<file path="src/rtl/soc_decerr_slave_pkg.sv">
// rtl/soc_decerr_slave_pkg.sv - shared SoC constants, response codes and error-slave FSM states
package soc_decerr_slave_pkg;

  // AXI response codes
  localparam logic [1:0] RespOkay   = 2'b00;
  localparam logic [1:0] RespDecErr = 2'b11;

  // Default read-data pattern returned by the error slave
  localparam logic [63:0] DefaultRdPattern = 64'hDEAD_BEEF_DEAD_BEEF;

  // SoC address map holes that route to the default (error) port
  localparam logic [63:0] HoleLoBase  = 64'h0000_0000_0000_1000;
  localparam logic [63:0] HoleLoTop   = 64'h0000_0000_0000_FFFF;
  localparam logic [63:0] HoleMidBase = 64'h0000_0000_0400_0000;
  localparam logic [63:0] HoleMidTop  = 64'h0000_0000_0BFF_FFFF;
  localparam logic [63:0] HoleHiBase  = 64'h0000_0000_C000_0000;

  typedef enum logic [1:0] {
    W_IDLE = 2'd0,
    W_DATA = 2'd1,
    W_RESP = 2'd2
  } w_state_e;

  typedef enum logic {
    R_IDLE = 1'b0,
    R_DATA = 1'b1
  } r_state_e;

endpackage

</file>
<file path="src/rtl/soc_decerr_slave.sv">
// rtl/soc_decerr_slave.sv - AXI4 default-port slave answering every access with DECERR and logging faults
module soc_decerr_slave
  import soc_decerr_slave_pkg::*;
#(
  parameter int unsigned             IdWidth   = 4,
  parameter int unsigned             AddrWidth = 64,
  parameter int unsigned             DataWidth = 64,
  parameter logic [DataWidth-1:0]    RdPattern = DataWidth'(DefaultRdPattern),
  parameter int unsigned             CntWidth  = 16
) (
  input  logic                 clk_i,
  input  logic                 rst_i,
  // write address
  input  logic                 aw_valid_i,
  output logic                 aw_ready_o,
  input  logic [IdWidth-1:0]   aw_id_i,
  input  logic [AddrWidth-1:0] aw_addr_i,
  // write data
  input  logic                 w_valid_i,
  output logic                 w_ready_o,
  input  logic                 w_last_i,
  // write response
  output logic                 b_valid_o,
  input  logic                 b_ready_i,
  output logic [IdWidth-1:0]   b_id_o,
  output logic [1:0]           b_resp_o,
  // read address
  input  logic                 ar_valid_i,
  output logic                 ar_ready_o,
  input  logic [IdWidth-1:0]   ar_id_i,
  input  logic [AddrWidth-1:0] ar_addr_i,
  input  logic [7:0]           ar_len_i,
  // read data
  output logic                 r_valid_o,
  input  logic                 r_ready_i,
  output logic [IdWidth-1:0]   r_id_o,
  output logic [DataWidth-1:0] r_data_o,
  output logic [1:0]           r_resp_o,
  output logic                 r_last_o,
  // fault log
  output logic                 err_valid_o,
  output logic [AddrWidth-1:0] err_addr_o,
  output logic [CntWidth-1:0]  err_cnt_o,
  input  logic                 err_clr_i
);

  w_state_e             w_state_q, w_state_d;
  logic [IdWidth-1:0]   w_id_q, w_id_d;

  r_state_e             r_state_q, r_state_d;
  logic [IdWidth-1:0]   r_id_q, r_id_d;
  logic [7:0]           r_cnt_q, r_cnt_d;

  logic                 err_valid_q, err_valid_d;
  logic [AddrWidth-1:0] err_addr_q, err_addr_d;
  logic [CntWidth-1:0]  err_cnt_q, err_cnt_d;

  logic aw_hs, w_hs, b_hs, ar_hs, r_hs;

  assign aw_hs = aw_valid_i & aw_ready_o;
  assign w_hs  = w_valid_i  & w_ready_o;
  assign b_hs  = b_valid_o  & b_ready_i;
  assign ar_hs = ar_valid_i & ar_ready_o;
  assign r_hs  = r_valid_o  & r_ready_i;

  // ---------------------------------------------------------------- write path

  // Write FSM state and latched AW ID
  always_ff @(posedge clk_i or posedge rst_i) begin
    if (rst_i) begin
      w_state_q <= W_IDLE;
      w_id_q    <= '0;
    end else begin
      w_state_q <= w_state_d;
      w_id_q    <= w_id_d;
    end
  end

  // Write FSM next state: accept AW, drain beats until last, then hold B
  always_comb begin
    w_state_d = w_state_q;
    w_id_d    = w_id_q;
    unique case (w_state_q)
      W_IDLE: begin
        if (aw_hs) begin
          w_id_d    = aw_id_i;
          w_state_d = W_DATA;
        end
      end
      W_DATA: begin
        if (w_hs && w_last_i) begin
          w_state_d = W_RESP;
        end
      end
      W_RESP: begin
        if (b_hs) begin
          w_state_d = W_IDLE;
        end
      end
      default: w_state_d = W_IDLE;
    endcase
  end

  // Write FSM outputs; readies are masked while reset is held so outputs read 0
  always_comb begin
    aw_ready_o = 1'b0;
    w_ready_o  = 1'b0;
    b_valid_o  = 1'b0;
    b_id_o     = '0;
    b_resp_o   = RespOkay;
    unique case (w_state_q)
      W_IDLE: aw_ready_o = ~rst_i;
      W_DATA: w_ready_o  = ~rst_i;
      W_RESP: begin
        b_valid_o = 1'b1;
        b_id_o    = w_id_q;
        b_resp_o  = RespDecErr;
      end
      default: ;
    endcase
  end

  // ----------------------------------------------------------------- read path

  // Read FSM state, latched AR ID and remaining-beat counter
  always_ff @(posedge clk_i or posedge rst_i) begin
    if (rst_i) begin
      r_state_q <= R_IDLE;
      r_id_q    <= '0;
      r_cnt_q   <= '0;
    end else begin
      r_state_q <= r_state_d;
      r_id_q    <= r_id_d;
      r_cnt_q   <= r_cnt_d;
    end
  end

  // Read FSM next state: counter holds beats still to send after the current one
  always_comb begin
    r_state_d = r_state_q;
    r_id_d    = r_id_q;
    r_cnt_d   = r_cnt_q;
    unique case (r_state_q)
      R_IDLE: begin
        if (ar_hs) begin
          r_id_d    = ar_id_i;
          r_cnt_d   = ar_len_i;
          r_state_d = R_DATA;
        end
      end
      R_DATA: begin
        if (r_hs) begin
          if (r_cnt_q == 8'd0) begin
            r_state_d = R_IDLE;
          end else begin
            r_cnt_d = r_cnt_q - 8'd1;
          end
        end
      end
      default: r_state_d = R_IDLE;
    endcase
  end

  // Read FSM outputs; payload is zero whenever no beat is being offered
  always_comb begin
    ar_ready_o = 1'b0;
    r_valid_o  = 1'b0;
    r_id_o     = '0;
    r_data_o   = '0;
    r_resp_o   = RespOkay;
    r_last_o   = 1'b0;
    unique case (r_state_q)
      R_IDLE: ar_ready_o = ~rst_i;
      R_DATA: begin
        r_valid_o = 1'b1;
        r_id_o    = r_id_q;
        r_data_o  = RdPattern;
        r_resp_o  = RespDecErr;
        r_last_o  = (r_cnt_q == 8'd0);
      end
      default: ;
    endcase
  end

  // ----------------------------------------------------------------- fault log

  logic [1:0]          n_faults;
  logic [CntWidth:0]   err_sum;

  // Next fault-log value: saturating count, first address sticky, clear wins
  always_comb begin
    n_faults    = {1'b0, aw_hs} + {1'b0, ar_hs};
    err_sum     = {1'b0, err_cnt_q} + (CntWidth + 1)'(n_faults);
    err_valid_d = err_valid_q;
    err_addr_d  = err_addr_q;
    err_cnt_d   = err_sum[CntWidth] ? {CntWidth{1'b1}} : err_sum[CntWidth-1:0];
    if (!err_valid_q && (aw_hs || ar_hs)) begin
      err_valid_d = 1'b1;
      err_addr_d  = ar_hs ? ar_addr_i : aw_addr_i;
    end
    if (err_clr_i) begin
      err_valid_d = 1'b0;
      err_addr_d  = '0;
      err_cnt_d   = '0;
    end
  end

  // Fault-log registers
  always_ff @(posedge clk_i or posedge rst_i) begin
    if (rst_i) begin
      err_valid_q <= 1'b0;
      err_addr_q  <= '0;
      err_cnt_q   <= '0;
    end else begin
      err_valid_q <= err_valid_d;
      err_addr_q  <= err_addr_d;
      err_cnt_q   <= err_cnt_d;
    end
  end

  assign err_valid_o = err_valid_q;
  assign err_addr_o  = err_addr_q;
  assign err_cnt_o   = err_cnt_q;

endmodule

</file>
<file path="config.mk">
export PLATFORM = sky130hd
export DESIGN_NAME = soc_decerr_slave
export DESIGN_NICKNAME = d
export VERILOG_FILES = /design/src/rtl/soc_decerr_slave_pkg.sv /design/src/rtl/soc_decerr_slave.sv
export SDC_FILE = /design/constraint.sdc
export NUM_CORES = 1
export LEC_CHECK = 0
export ABC_AREA = 0
export BUFFER_PORTS_ARGS = -buffer_cell sky130_fd_sc_hd__buf_4
export CORE_MARGIN = 4
export CORE_UTILIZATION = 41
export CTS_CLUSTER_DIAMETER = 120
export DETAILED_ROUTE_END_ITERATION = 7
export GPL_TIMING_DRIVEN = 0
export PLACE_DENSITY = 0.77
export SLEW_MARGIN = 5
export SYNTH_ARGS = -nofsm -noshare
export SYNTH_HDL_FRONTEND = slang
export SYNTH_SLANG_ARGS = --single-unit
</file>
<file path="constraint.sdc">
create_clock -name clk_i -period 3.2 [get_ports clk_i]
set_input_delay 0.16 -clock clk_i [delete_from_list [all_inputs] [get_ports clk_i]]
set_output_delay 0.16 -clock clk_i [all_outputs]
set_load 0.01 [all_outputs]
</file>
==> run summary, run 1 <==
Power after layout: 4.75 mW
Synth top area share: 0.424
Initial Util: 0.422
Worst Hold Launch: ar_id_i[2]
Syn Area/Cell: 11.6 um2
Vias/cell: 5.11
CP arrival: 3250 ps
Final wirelength: 18.4 mm
DR iter-0 viols: 356
Largest net degree at the start of global routing: 69
Netlist Area Pre-Place: 5900 um2
Seq/Total Area, Yosys: 0.424
Worst path required time: 3450 ps
Crit path launch: r_state_q
Worst r2r path cells: 13
Status: complete, no violations
Dpl cells: 1002
Async set-or-reset flop fraction in the synthesized netlist: 1.00
Fin crit share: 0.939
Pwr/cell area: 532 nW/um2
Startpoint types: flop
Top Ports: 316
Worst-path cell chain: clkbuf_8 -> or3b_1 -> buf_2 -> inv_6 -> buf_6 -> ha_1 -> a21o_1 -> ha_4 -> nand2_1 -> nor4_4 -> buf_4 -> a21oi_1 -> a311oi_1
Remaining DRCs: 0
Hold Path Sink: r_id_q[2]
Non-filler cells, final: 1031
Hold Vio Cnt, Final: 0
Fraction of layout cells with a size suffix above 1: 0.570
Total net switching power: 1.53 mW
Worst Skew: 9.87 ps
P_leak: 4.30 nW
CP endpoint kind: flop
Rows: 43
Clock sink total: 100
RR Startpoint: r_state_q
Via Count: 5269
Wire per inst: 17.8 um
Worst Max-Slew Pin Slew: 1070 ps
Setup slack, reg-to-reg: 200 ps
Top Family by Delay on Critical Path: buffers and inverters
Initial antenna violation count: 0
Slew margin rel.: 0.285
Sw Ratio: 0.321
Area of the core: 14000 um2
H-tree depth: 3
DP HPWL: 14.2 mm
Minimum clock period: 3000 ps
Worst vdd ir: 491 uV
Top cells by area, synth: dfrtp_1, o2bb2ai_2, mux2i_1, buf_4, nand2_1
Yosys Warn Count: 0
Clk buf depth: 2
RSZ-0062 raised after global routing: no
Crit path kind: flop to flop
Global route overflow: 0
HP Class: primary input to flop
RR Endpoint: err_cnt_o[14]
Max frequency: 0.333 GHz
Number of global-route vias before repair: 5423
Synthesized instance count: 508
Yosys reg bits: 100
Setup violations, final: 0
Number of synthesized flops with an enable pin: 0
Antenna Cells: 0
Combinational Power Share: 0.430
CP max-delay cell: dfrtp_4
Num CTS Buffers: 9
Main flop type after synthesis: dfrtp_1
GPL Wtd Cong: 0.926
Die area: 16400 um2
Max-cap violations: 0
CP Buf/Inv Count: 5
Pre-antenna DRT Iters: 5
# nets final: 1002
Root buffer cell: clkbuf_16
Max-slew violation count: 0
Clock-pin slew on the worst setup and hold paths: 70 ps
Synth area leader: dfrtp_1
Global-route usage over all layers: 0.221
Clock share of power: 0.232
Port-buffer cells: 298
Internal power: 3.23 mW
Layout area overhead: 51.7%
Flop pwr share: 0.337
Crit path largest cell delay: 480 ps
Crit-path max FO: 17
First-pass GRT wire length: 28.9 mm
DRT antenna net count: 0
Die Ht: 128 um
Insertion delay of the later-clocked pin in the worst-skew pair: 350 ps
Critical path depth in cells: 13
Yosys cell types: 59
Die W: 128 um
WHS Path Cells: 3
CTS tree: built
[cell families (layout without fill, tap and decap cells)]
family,after synthesis,in the layout,share of synthesized area
xor+xnor,5,5,0.00743
fa+ha+maj,3,3,0.00637
other cells,1,16,0.000636
flops,100,100,0.424
compound gates,114,114,0.220
mux,65,65,0.111
buf+inv,108,436,0.128
simple gates,112,112,0.102
[cell usage after synthesis (all sizes together) (2+ instances only)]
cell type and number:
a211oi 4, ha 3, nand3 9, o21a 2
mux2i 64, o2bb2ai 64, clkbuf 7, and2 13
nor2 16, a21oi 9, a21o 2, o32ai 2
nor4 5, nand2 36, a311oi 4, inv 9
nor3 12, or3b 2, nor2b 2, a41oi 3
and4 3, nand4 4, a31oi 7, nor4b 2
o21ai 5, buf 92, dfrtp 100, xnor2 2
or3 2, o211ai 2, xor2 3
[layer usage]
layer  part of all wire  global-route usage
met1               0.38               0.267
met2               0.52               0.393
met3              0.090              0.0679
met4             0.0095              0.0343
met5                  0                   0
[state kept, by name (all words and copies together), names as in the netlist]
| signal | flops |
|---|---|
| w_state_q | 2 |
| r_id_q | 4 |
| err_valid_o | 1 |
| err_cnt_o | 16 |
| err_addr_o | 64 |
| w_id_q | 4 |
| r_state_q | 1 |
| r_cnt_q | 8 |
[worst register-to-register path: stages (launching register included)]
cell and delay [ps]:
dfrtp_4 480, clkbuf_8 160, or3b_1 330, buf_2 180, inv_6 200, buf_6 190
ha_1 170, a21o_1 120, ha_4 170, nand2_1 130, nor4_4 260, buf_4 200
a21oi_1 60, a311oi_1 250
[worst max path at each step]
stage | end
after detailed placement | err_cnt_o[11]
after global routing | err_cnt_o[13]
after CTS | err_cnt_o[13]
final | err_cnt_o[14]
after global placement | r_state_q
after floorplan | err_cnt_o[10]
[placed cells by master, fill, tap and decap left out, drive strengths merged, types with 2 or more instances in the layout]
cell	instances
mux2i	64
o21ai	5
a31oi	7
o211ai	2
a21o	2
nand2	36
and4	3
conb	16
inv	10
nor2	16
xnor2	2
o32ai	2
xor2	3
and2	13
a211oi	4
buf	396
nor4	5
clkbuf	20
nand3	9
nor2b	2
nor3	12
a41oi	3
nor4b	2
nand4	4
ha	3
or3b	2
dfrtp	100
o2bb2ai	64
dlygate4sd3	8
a21oi	9
o21a	2
a311oi	4
or3	2
[power groups by stage]
stage	clock (mW)	sequential [mW]	combinational, mW
final	1.11	1.60	2.05
after global routing	1.19	1.64	2.21
after CTS	1.14	1.60	2.07
after detailed placement	0	1.67	1.97
after global placement	0	1.66	1.92
after floorplan	0	1.67	1.08
[cell type report]
cell class | count | area (um2)
clock buffers | 13 | 260
multi-input cells | 315 | 2730
repair buffers | 313 | 2410
well taps | 180 | 225
plain buffers | 98 | 727
fillers | 1121 | 5040
clock inverters | 3 | 43.8
inverters | 9 | 41.3
flip-flops and latches | 100 | 2510
[repair_timing]
action | 4_1_cts | 5_1_grt
endpoints found under the setup margin | 16 | 10
setup buffers | 5 | 1
gates resized for setup | 9 | 1
pin swaps | 3 | 2
endpoints found under the hold margin | 39 | 0
hold buffers | 8 | 0
[per-stage QoR]
step           area, um2  utilization  hold WS (ps)  setup TNS [ps]  setup slack, ps
2_1_floorplan       5970            -           265               0             10.7
3_3_place_gp        8430        0.603           351          -87910            -1110
3_5_place_dp        8460        0.605           255           -8740             -731
4_1_cts             8930        0.638          17.0               0             8.50
5_1_grt             8940        0.639          48.4               0             36.9
6_report            8940        0.639          19.2               0              197
No activity file was read; power rests on OpenSTA's default activity.
==> inputs of run 2 (changes only) <==
--- a/config.mk
+++ b/config.mk
@@ -13,6 +13,7 @@
 export DETAILED_ROUTE_END_ITERATION = 7
 export GPL_TIMING_DRIVEN = 0
 export PLACE_DENSITY = 0.77
+export RECOVER_POWER = 50
 export SLEW_MARGIN = 5
 export SYNTH_ARGS = -nofsm -noshare
 export SYNTH_HDL_FRONTEND = slang
==> run summary, run 2 (synthesized netlist as in run 1, its figures left out) <==
Worst Max-Slew Pin Slew: 1490 ps (was 1070 ps)
Area of the core: 14000 um2 (unchanged)
CP arrival: 3240 ps (was 3250 ps)
Final wirelength: 18.5 mm (was 18.4 mm)
Total net switching power: 1.52 mW (was 1.53 mW)
Layout area overhead: 46.2% (was 51.7%)
RR Endpoint: err_cnt_o[14] (unchanged)
Worst r2r path cells: 13 (unchanged)
Fraction of layout cells with a size suffix above 1: 0.475 (was 0.570)
Global-route usage over all layers: 0.221 (unchanged)
Max frequency: 0.335 GHz (was 0.333 GHz)
Worst Skew: 9.25 ps (was 9.87 ps)
Startpoint types: flop (unchanged)
Crit-path max FO: 17 (unchanged)
Commonest non-fill, non-tap cell in the layout: buf_4 (unchanged)
Die Ht: 128 um (unchanged)
Setup violations, final: 0 (unchanged)
Power after layout: 4.69 mW (was 4.75 mW)
DRT antenna net count: 0 (unchanged)
Top Ports: 316 (unchanged)
Max-slew violation count: 0 (unchanged)
Vias/cell: 5.14 (was 5.11)
Pwr/cell area: 544 nW/um2 (was 532 nW/um2)
GPL Wtd Cong: 0.926 (unchanged)
Remaining DRCs: 0 (unchanged)
Insertion delay of the later-clocked pin in the worst-skew pair: 340 ps (was 350 ps)
Pre-antenna DRT Iters: 5 (unchanged)
DR iter-0 viols: 300 (was 356)
Setup slack, reg-to-reg: 210 ps (was 200 ps)
WHS Path Cells: 3 (unchanged)
Sw Ratio: 0.325 (was 0.321)
Initial antenna violation count: 0 (unchanged)
Worst vdd ir: 487 uV (was 491 uV)
RSZ-0062 raised after global routing: no (unchanged)
Clock-pin slew on the worst setup and hold paths: 70 ps (about the same)
Clk buf depth: 2 (unchanged)
Wire per inst: 17.9 um (was 17.8 um)
Port-buffer cells: 298 (unchanged)
Post-layout util: 0.616 (was 0.639)
Slew margin rel.: 0.00179 (was 0.285)
CP endpoint kind: flop (unchanged)
Max reg flops: 64 (unchanged)
Clock sink total: 100 (unchanged)
Global route overflow: 0 (unchanged)
Worst path required time: 3450 ps (about the same)
First-pass GRT wire length: 28.9 mm (unchanged)
Rows: 43 (unchanged)
Status: finished with violations (was complete, no violations)
Crit path kind: flop to flop (unchanged)
Die area: 16400 um2 (unchanged)
Fin crit share: 0.934 (was 0.939)
Flop pwr share: 0.342 (was 0.337)
Die W: 128 um (unchanged)
Max-cap violations: 1 (was 0)
Via Count: 5297 (was 5269)
Largest net degree at the start of global routing: 69 (unchanged)
HP Class: primary input to flop (unchanged)
Antenna Cells: 0 (unchanged)
DP HPWL: 14.2 mm (unchanged)
P_leak: 3.95 nW (was 4.30 nW)
Crit path launch: r_state_q (unchanged)
# nets final: 1002 (unchanged)
Num CTS Buffers: 9 (unchanged)
Setup WS pre-CTS: -731 ps (unchanged)
Non-filler cells, final: 1031 (unchanged)
Root buffer cell: clkbuf_16 (unchanged)
Number of global-route vias before repair: 5423 (unchanged)
Final WS setup: 211 ps (was 197 ps)
CTS tree: built (unchanged)
Dpl cells: 1002 (unchanged)
Internal power: 3.16 mW (was 3.23 mW)
Failing checks: capacitance limit
RR Startpoint: r_state_q (unchanged)
Minimum clock period: 2990 ps (was 3000 ps)
H-tree depth: 3 (unchanged)
Initial Util: 0.422 (unchanged)
Clock share of power: 0.236 (was 0.232)
Worst Hold Launch: ar_id_i[2] (unchanged)
Commonest non-fill, non-tap cells in the layout: buf_4, dfrtp_1, clkbuf_1 (was buf_4, dfrtp_1, mux2i_1)
Hold Path Sink: r_id_q[2] (unchanged)
Hold Vio Cnt, Final: 0 (unchanged)
Combinational Power Share: 0.422 (was 0.430)
==> run 2: worst max-delay path by stage <==
stage / to / cells past startpoint / slack, ps
6_report: err_cnt_o[14] / 13 / 210
3_3_place_gp: r_state_q / 2 / -1110
5_1_grt: err_cnt_o[13] / 12 / 40
4_1_cts: err_cnt_o[13] / 13 / 9
2_1_floorplan: err_cnt_o[10] / 13 / 10
3_5_place_dp: err_cnt_o[11] / 13 / -730
==> run 2: what timing repair did <==
item                       4_1_cts  5_1_grt
resized for setup                9        1
hold buffers                     8        0
buffers inserted                 5        1
setup endpoints to repair       16       10
pin swaps                        3        2
hold endpoints to repair        39        0
==> run 2: final cells by class <==
type | count | area (um2)
fillers | 1206 | 5370
multi-input cells | 315 | 2730
flip-flops and latches | 100 | 2510
repair buffers | 313 | 2090
plain buffers | 98 | 727
clock buffers | 13 | 260
well taps | 180 | 225
clock inverters | 3 | 43.8
inverters | 9 | 40.0
==> run 2: stage by stage <==
stage / hold WS, ps / instance area (um2) / TNS, ps
after detailed placement: 255 / 8460 / -8740
after CTS: 17.0 / 8930 / 0
after global placement: 351 / 8430 / -87910
after global routing: 48.4 / 8620 / 0
after floorplan: 265 / 5970 / 0
final: 20.2 / 8620 / 0
==> run 2: metal layers <==
metal,GRT usage,part of all wire,up-vias
met4,0.0343,0.0075,0
met3,0.0679,0.088,17
met2,0.393,0.52,258
met1,0.267,0.38,2561
li1,-,-,2461
met5,0,0,-
==> run 2: critical path: stages, from the launching register on <==
cell      delay, ps
dfrtp_4         480
clkbuf_8        160
or3b_1          330
buf_2           180
inv_6           190
buf_6           180
ha_1            170
a21o_1          120
ha_4            170
nand2_1         130
nor4_4          260
buf_4           200
a21oi_1          60
a311oi_1        250
==> run 2: power by group through the flow <==
stage / logic (mW) / clock network [mW] / registers (mW)
3_3_place_gp: 1.92 / 0 / 1.66
3_5_place_dp: 1.97 / 0 / 1.67
6_report: 1.98 / 1.10 / 1.60
2_1_floorplan: 1.08 / 0 / 1.67
4_1_cts: 2.07 / 1.14 / 1.60
5_1_grt: 2.14 / 1.19 / 1.64
